`src/rtl/keypad_scan_ctrl.sv`:
```
// keypad_scan_ctrl: scans a 4x4 keypad by column, debounces presses and releases,
// and reports one accepted key at a time.
//
// Ports
//   clk        system clock, rising edge
//   reset      synchronous active-low reset
//   row_sync   keypad rows (pre-synchronized), 1 = key pressed in driven column
//   col_drive  one-hot active-high column drive
//   key_valid  one-cycle pulse on a debounced new press
//   key_code   {col_idx, row_idx} of the last accepted key, held until the next accept
//   key_held   high while the accepted key stays pressed
module keypad_scan_ctrl #(
  parameter int unsigned SCAN_DIV        = 48000,
  parameter int unsigned DEBOUNCE_CYCLES = 960000
) (
  input  logic       clk,
  input  logic       reset,
  input  logic [3:0] row_sync,
  output logic [3:0] col_drive,
  output logic       key_valid,
  output logic [3:0] key_code,
  output logic       key_held
);

  localparam int unsigned CntMax = (SCAN_DIV > DEBOUNCE_CYCLES) ? SCAN_DIV : DEBOUNCE_CYCLES;
  localparam int unsigned CntW   = $clog2(CntMax + 1);

  localparam logic [CntW-1:0] ScanLast = CntW'(SCAN_DIV - 1);
  localparam logic [CntW-1:0] DbLast   = CntW'(DEBOUNCE_CYCLES - 1);
  localparam logic [CntW-1:0] CntOne   = CntW'(1);

  typedef enum logic [1:0] {StScan, StDebounce, StHeld, StRelease} state_e;

  state_e            state_q, state_d;
  logic [CntW-1:0]   cnt_q, cnt_d;
  logic [1:0]        col_idx_q, col_idx_d;
  logic [1:0]        row_idx_q, row_idx_d;
  logic [3:0]        col_drive_q, col_drive_d;
  logic              key_valid_q, key_valid_d;
  logic [3:0]        key_code_q, key_code_d;
  logic              key_held_q, key_held_d;

  logic              row_bit;
  logic [1:0]        low_row;

  assign row_bit = row_sync[row_idx_q];

  // Lowest set row wins when several rows are active at the sample.
  always_comb begin
    low_row = 2'd0;
    if (row_sync[0])      low_row = 2'd0;
    else if (row_sync[1]) low_row = 2'd1;
    else if (row_sync[2]) low_row = 2'd2;
    else if (row_sync[3]) low_row = 2'd3;
  end

  always_comb begin
    state_d     = state_q;
    cnt_d       = cnt_q;
    col_idx_d   = col_idx_q;
    row_idx_d   = row_idx_q;
    key_code_d  = key_code_q;
    key_valid_d = 1'b0;
    key_held_d  = key_held_q;

    case (state_q)
      StScan: begin
        if (cnt_q == ScanLast) begin
          cnt_d = '0;
          if (|row_sync) begin
            // Keep the column frozen while the candidate key is debounced.
            row_idx_d = low_row;
            state_d   = StDebounce;
          end else begin
            col_idx_d = col_idx_q + 2'd1;
          end
        end else begin
          cnt_d = cnt_q + CntOne;
        end
      end

      StDebounce: begin
        if (row_bit) begin
          if (cnt_q == DbLast) begin
            cnt_d       = '0;
            state_d     = StHeld;
            key_valid_d = 1'b1;
            key_code_d  = {col_idx_q, row_idx_q};
            key_held_d  = 1'b1;
          end else begin
            cnt_d = cnt_q + CntOne;
          end
        end else begin
          cnt_d     = '0;
          state_d   = StScan;
          col_idx_d = col_idx_q + 2'd1;
        end
      end

      StHeld: begin
        if (!row_bit) begin
          cnt_d   = '0;
          state_d = StRelease;
        end
      end

      StRelease: begin
        if (!row_bit) begin
          if (cnt_q == DbLast) begin
            cnt_d      = '0;
            state_d    = StScan;
            col_idx_d  = col_idx_q + 2'd1;
            key_held_d = 1'b0;
          end else begin
            cnt_d = cnt_q + CntOne;
          end
        end else begin
          // Release bounce: back to holding, no new pulse.
          cnt_d   = '0;
          state_d = StHeld;
        end
      end

      default: begin
        state_d = StScan;
        cnt_d   = '0;
      end
    endcase

    col_drive_d = 4'b0001 << col_idx_d;
  end

  always_ff @(posedge clk) begin
    if (!reset) begin
      state_q     <= StScan;
      cnt_q       <= '0;
      col_idx_q   <= 2'd0;
      row_idx_q   <= 2'd0;
      col_drive_q <= 4'b0001;
      key_valid_q <= 1'b0;
      key_code_q  <= 4'b0000;
      key_held_q  <= 1'b0;
    end else begin
      state_q     <= state_d;
      cnt_q       <= cnt_d;
      col_idx_q   <= col_idx_d;
      row_idx_q   <= row_idx_d;
      col_drive_q <= col_drive_d;
      key_valid_q <= key_valid_d;
      key_code_q  <= key_code_d;
      key_held_q  <= key_held_d;
    end
  end

  assign col_drive = col_drive_q;
  assign key_valid = key_valid_q;
  assign key_code  = key_code_q;
  assign key_held  = key_held_q;

endmodule

```
`config.mk`:
```
export PLATFORM = sky130hd
export DESIGN_NAME = keypad_scan_ctrl
export DESIGN_NICKNAME = d
export VERILOG_FILES = /design/src/rtl/keypad_scan_ctrl.sv
export SDC_FILE = /design/constraint.sdc
export NUM_CORES = 1
export LEC_CHECK = 0
export ABC_AREA = 0
export CAP_MARGIN = 30
export CELL_PAD_IN_SITES_DETAIL_PLACEMENT = 2
export CELL_PAD_IN_SITES_GLOBAL_PLACEMENT = 2
export CORE_MARGIN = 3
export CORE_UTILIZATION = 38
export DETAILED_ROUTE_END_ITERATION = 8
export PLACE_DENSITY_LB_ADDON = 0.3
export SYNTH_ARGS = -nofsm -noshare
export SYNTH_HDL_FRONTEND = slang
export SYNTH_SLANG_ARGS = --single-unit
```
`constraint.sdc`:
```
create_clock -name clk -period 6.2 [get_ports clk]
set_input_delay 1.86 -clock clk [delete_from_list [all_inputs] [get_ports clk]]
set_output_delay 1.86 -clock clk [all_outputs]
set_load 0.005 [all_outputs]
```
; ---- Word level (Yosys, flattened, before mapping)
; Cells that the tools add are included.
[word_totals]
ramBits = 0
latchBits = 0
romBits = 0
memories = 0
register_bits = 36
output_inout_bits = 10
[op_classes]
order_cmp = 1
mul = 0
n_mux = 32
eq_ne = 14
n_reduce_logical = 8
n_bitwise = 0
n_shift = 1
n_addsub = 2
div_mod_pow = 0
[ops]
columns = operator, n
row1 = $mux 20, 5
row2 = $pmux 20 s4, 1
row3 = $mux 2, 16
row4 = $add 20x1->20 const B, 1
row5 = $eq 20x16->1 const B, 1
row6 = $eq 20x20->1 const B, 1
row7 = $ne 2x2->1 const B, 7
row8 = $reduce_and 5->1, 2
row9 = $reduce_and 3->1, 3
row10 = $pmux 2 s4, 1
row11 = $mux 1, 6
row12 = $ne 3x3->1 const B, 2
row13 = $pmux 2 s3, 1
row14 = $eq 2x2->1 const B, 2
row15 = $reduce_or 4->1, 1
row16 = $shl 1x2->4 const A, 1
row17 = $lt 2x3->1 const B, 1
row18 = $add 2x1->2 const B, 1
row19 = $bmux 1 s2, 1
row20 = $eq 2x1->1 const B, 1
row21 = $logic_not 2->1, 1
row22 = $pmux 1 s2, 1
row23 = $reduce_bool 2->1, 1

; ---- Logic depth before layout (Yosys ltp)
[logic_depth]
depth_word = 5
ltp_mapped = 9

; ---- Least setup slack after synthesis
; Ideal clock, no wire load.
[synth_path]
path_kind = in2reg
from = in row_sync[3]
to = reg cnt_q[18]
arrival_ns = 3.240
setup_slack_ns = 2.846
path_buffers = 1
path_stages = 7
t_required_ns = 6.086
cell_sequence = mux4_2 buf_2 a31oi_4 nand3_1 or2_0 xor2_1 nor2_1
[synth_between]
elab_chain_cells = 4
word_cells_on_any_way = 6
cone_classes = 1 x eq/ne / 5 x mux
[synth_rtl]
columns = element, line_no
row1 = start: declaration, 18  ; input logic [3:0] row_sync,
row2 = $bmux 1 s2 (*), 46  ; assign row_bit = row_sync[row_idx_q];
row3 = $mux 1 (implied by the code) (*), 46
row4 = "$mux 20, on equally long branches", "108, 83"
row5 = $pmux 20 s4, 66  ; case (state_q)
row6 = end signal: assignment, 145  ; cnt_q <= cnt_d;
row7 = end: declaration, 35  ; logic [CntW-1:0] cnt_q, cnt_d;
; Mark *: on every way between the ends. The rest lies on a longest branch, timed or not. The select of a mux whose other input is x is not followed.
; A chain may end at the register's enable or synchronous reset.

; ---- Worst setup path after layout
[layout_path]
from = in row_sync[1]
to = reg col_drive_q[3], in the netlist col_drive[3]
[layout_between]
elab_chain_cells = 5
word_cells_on_any_way = 9
cone_classes = 1 x shift / 7 x mux / 1 x reduce/logical
[layout_rtl]
columns = element, line_no
row1 = $bmux 1 s2 / $reduce_or 4->1 (equally long branches), "46, 70"
row2 = $mux 1 (implied by the code) / $mux 2 (equally long branches), "46, 70"
row3 = "$mux 2, on equally long branches", "108, 68, 83"
row4 = $pmux 2 s3 (*), 66
row5 = $shl 1x2->4 (*), 130  ; col_drive_d = 4'b0001 << col_idx_d;
row6 = end signal: assignment, 148  ; col_drive_q <= col_drive_d;
row7 = end: declaration, 38  ; logic [3:0] col_drive_q, col_drive_d;
; Marked as above.

==> impl_metrics.toml <==
[final_layout]
area_growth_pct = 15.93
fin_nets = 221
fin_util_pct = 46.71
finalNonFillerCells = 267
drive_gt1_share_pct = 11.16
antenna_cells = 0

[grt]
grt-ovfl-total = 0
antenna_found_initial = 0
grt_pass1_wl_mm = 8.763
grt.total_usage_pct = 20.92
grt_max_degree = 20
grt_pass1_vias = 1762

[drt]
wl_per_cell_um = 19.24
drtPass1Iterations = 4
drc = 0
viasPerCell = 5.693
vias = 1520
wl_mm = 5.138
drt_iter0_drc = 64
postRouteAntennaNets = 0

[clocking]
cts.sinks = 36
clkSlewWorstSetupHoldPaths_ns = 0.08
hold_buffers = 0
cts_root_buf = "clkbuf_8"
cts_buffers = 5
postCtsSetupBuffers = 0
clk_latency_ns = 0.29
cts_resized = 0
clockBufferDepth = 2
ctsHtreeMaxLevel = 2
cts_tree = "built"

[synth]
ys_ff_latch = 36
synthTopCellsByArea = "dfxtp_1, nor2_1, xor2_1, nand3_1, xnor2_1"
synth_cells = 198
seq_area_frac_synth_pct = 40.25
synth_top_area_share_pct = 40.25
synth_flop_cell = "dfxtp_1"
syn_nets = 205
ys.warnings.count = 0
syn_area_per_cell_um2 = 9.043
ys_types = 51
synth-edff-count = 0
synthArstFlopShare_pct = 0
syn_area_um2 = 1790
synth_top_cell_by_area = "dfxtp_1"

[worst_setup_path]
worstPathRequired_ns = 6.44
cp-startpoint = "row_sync[1]"
arrival_ns = 4.10
r2r-start = "cnt_q[0]"
path_max_fanout = 6
path_class = "input port to flip-flop"
cpPeakStageDelay_ns = 0.67
path_cells = "clkdlybuf4s50_1 > nor4_1 > nand4_1 > o21ai_0 > nand2_1 > o2bb2ai_1 > and3_1"
path_buf_inv = 1
cpLargestDelayFamily = "simple AND/OR/NAND/NOR gates"
crit_path_start_kind = "input port"
critPathSlowestCell = "nor4_1"
cp-end-kind = "flip-flop"

[power]
p_int_mw = 0.3614
p_seq_share_pct = 50.6
leakagePower_nw = 0.6923
p_comb_share_pct = 4.6
netSwitchingFraction_pct = 22.30
switchingPower_mw = 0.1037
p_per_area_nw_per_um2 = 224.1
power_mw = 0.4651
p_clk_share_pct = 44.8
ir_drop_mv = 0.1262

[placement]
dp.cells = 259
io_buffer_count = 15
hpwl_mm = 3.778
dp_slack_ns = 2.032
globalplace.congestion = 0.7992

[die]
rows = 24
die_y_um = 74.64
fp.coreArea_um2 = 4444
fp.dieW_um = 74.64
io-pin-count = 16
start_util_pct = 40.29
dieArea_um2 = 5571

[timing]
worst_slew_pin_slew_ns = 0.7135
relSlewSlack_pct = 51.99
tns_ns = 0
min_period_over_period_pct = 62.28
report.final.slew_viol_count = 0
finalHoldViolCount = 0
setup_viol = 0
finClkSkew_ns = 0.009038
grt_setup_unrepaired = "false"
worst_slack_ns = 2.339
fin_crit_ns = 3.861
max_freq_mhz = 259.0

[outcome]
status = "finished, final reports clean"

[min_path]
min_path_type = "flip-flop to flip-flop"
holdCritStartpoint = "key_held"

[run]
max_cap_violations = 0
## per-stage QoR
stage,instance area (µm²),hold WS (ns)
finish,2076,0.5040
floorplan,1790,0.4783
global route,2076,0.5587
detailed placement,1964,0.4885
CTS,2076,0.5016
global placement,1964,0.4725
## path summary, 6_finish.rpt
kind	end	slack (ns)	depth (start not counted)
setup / recovery	col_drive[3]	2.34	7
hold reg to reg	key_held	0.50	2
setup reg to reg	cnt_q[19]	3.62	7
hold / removal	key_held	0.50	2
## sequential cells by signal, indices dropped and copies added (netlist names), named ones only
register and count:
key_valid 1, row_idx_q 2, state_q 1, cnt_q 20, col_drive 4, key_held 1
key_code 4, col_idx_q 1
## final cells by class
class | count | area [µm²]
tap | 52 | 65.06
clock buffer | 5 | 68.82
sequential | 36 | 720.7
inverter | 4 | 15.01
timing repair buffer | 15 | 150.1
fill | 499 | 2369
multi-input combinational | 152 | 1013
clock inverter | 3 | 42.54
## cell usage after synthesis, drive strengths merged, types with 4 or more instances
master,count
mux2i,5
and2,4
dfxtp,36
nand4,6
xnor2,6
buf,5
a21oi,4
nand3,12
nor2,38
nand2,13
o21ai,9
nor3,5
xor2,12
## power groups by stage
stage / clock network [mW] / logic (mW) / registers (mW)
final: 0.208 / 0.0214 / 0.236
after global routing: 0.226 / 0.0241 / 0.236
after detailed placement: 0 / 0.0210 / 0.241
after CTS: 0.214 / 0.0219 / 0.236
after global placement: 0 / 0.0197 / 0.241
after floorplan: 0 / 0.0125 / 0.240
## per-layer routing
metal	routed length, µm	global-route usage [%]	up-vias
met5	0	0	-
met3	108	3.872	12
met2	2861	40.39	21
li1	-	-	736
met1	2034	22.12	751
met4	134	8.300	0
## cells by family (layout without fill, tap and decap cells)
| family | Yosys count | after routing | share of synthesized area (%) |
|---|---|---|---|
| flip-flops | 36 | 36 | 40.25 |
| multiplexers | 8 | 8 | 5.311 |
| XOR/XNOR | 18 | 18 | 8.805 |
| adder cells (fa/ha/maj) | 1 | 1 | 0.6987 |
| buffers and inverters | 10 | 27 | 3.144 |
| AND/OR/NAND/NOR | 97 | 97 | 28.51 |
| AO/OA/AOI/OAI | 28 | 28 | 13.28 |
## worst reg2reg max path, stage by stage (launching register included)
cell and delay (ns):
dfxtp_1 0.38, ha_1 0.19, nand2_1 0.15, or4_1 0.72, o21ai_2 0.21, a211oi_1 0.13
o21ai_4 0.52, nor2_1 0.14
## placed cells by master (no fill, tap or decap), types with 2 or more instances in the layout
| master | instances |
|---|---|
| nor2_1 | 38 |
| dfxtp_1 | 36 |
| clkdlybuf4s50_1 | 15 |
| nand2_1 | 13 |
| nand3_1 | 12 |
| xor2_1 | 12 |
| xnor2_1 | 6 |
| o21ai_0 | 5 |
| mux2i_1 | 5 |
| nand4_1 | 5 |
| clkbuf_8 | 5 |
| nor3_1 | 4 |
| a21oi_1 | 4 |
| and2_1 | 4 |
| inv_1 | 3 |
| nor4_1 | 3 |
| nand2b_1 | 3 |
| and4_1 | 2 |
| or4_1 | 2 |
| mux2_2 | 2 |
| o22ai_1 | 2 |
| o21ai_1 | 2 |
| o221a_2 | 2 |
Power figures use the tool's default switching activity.
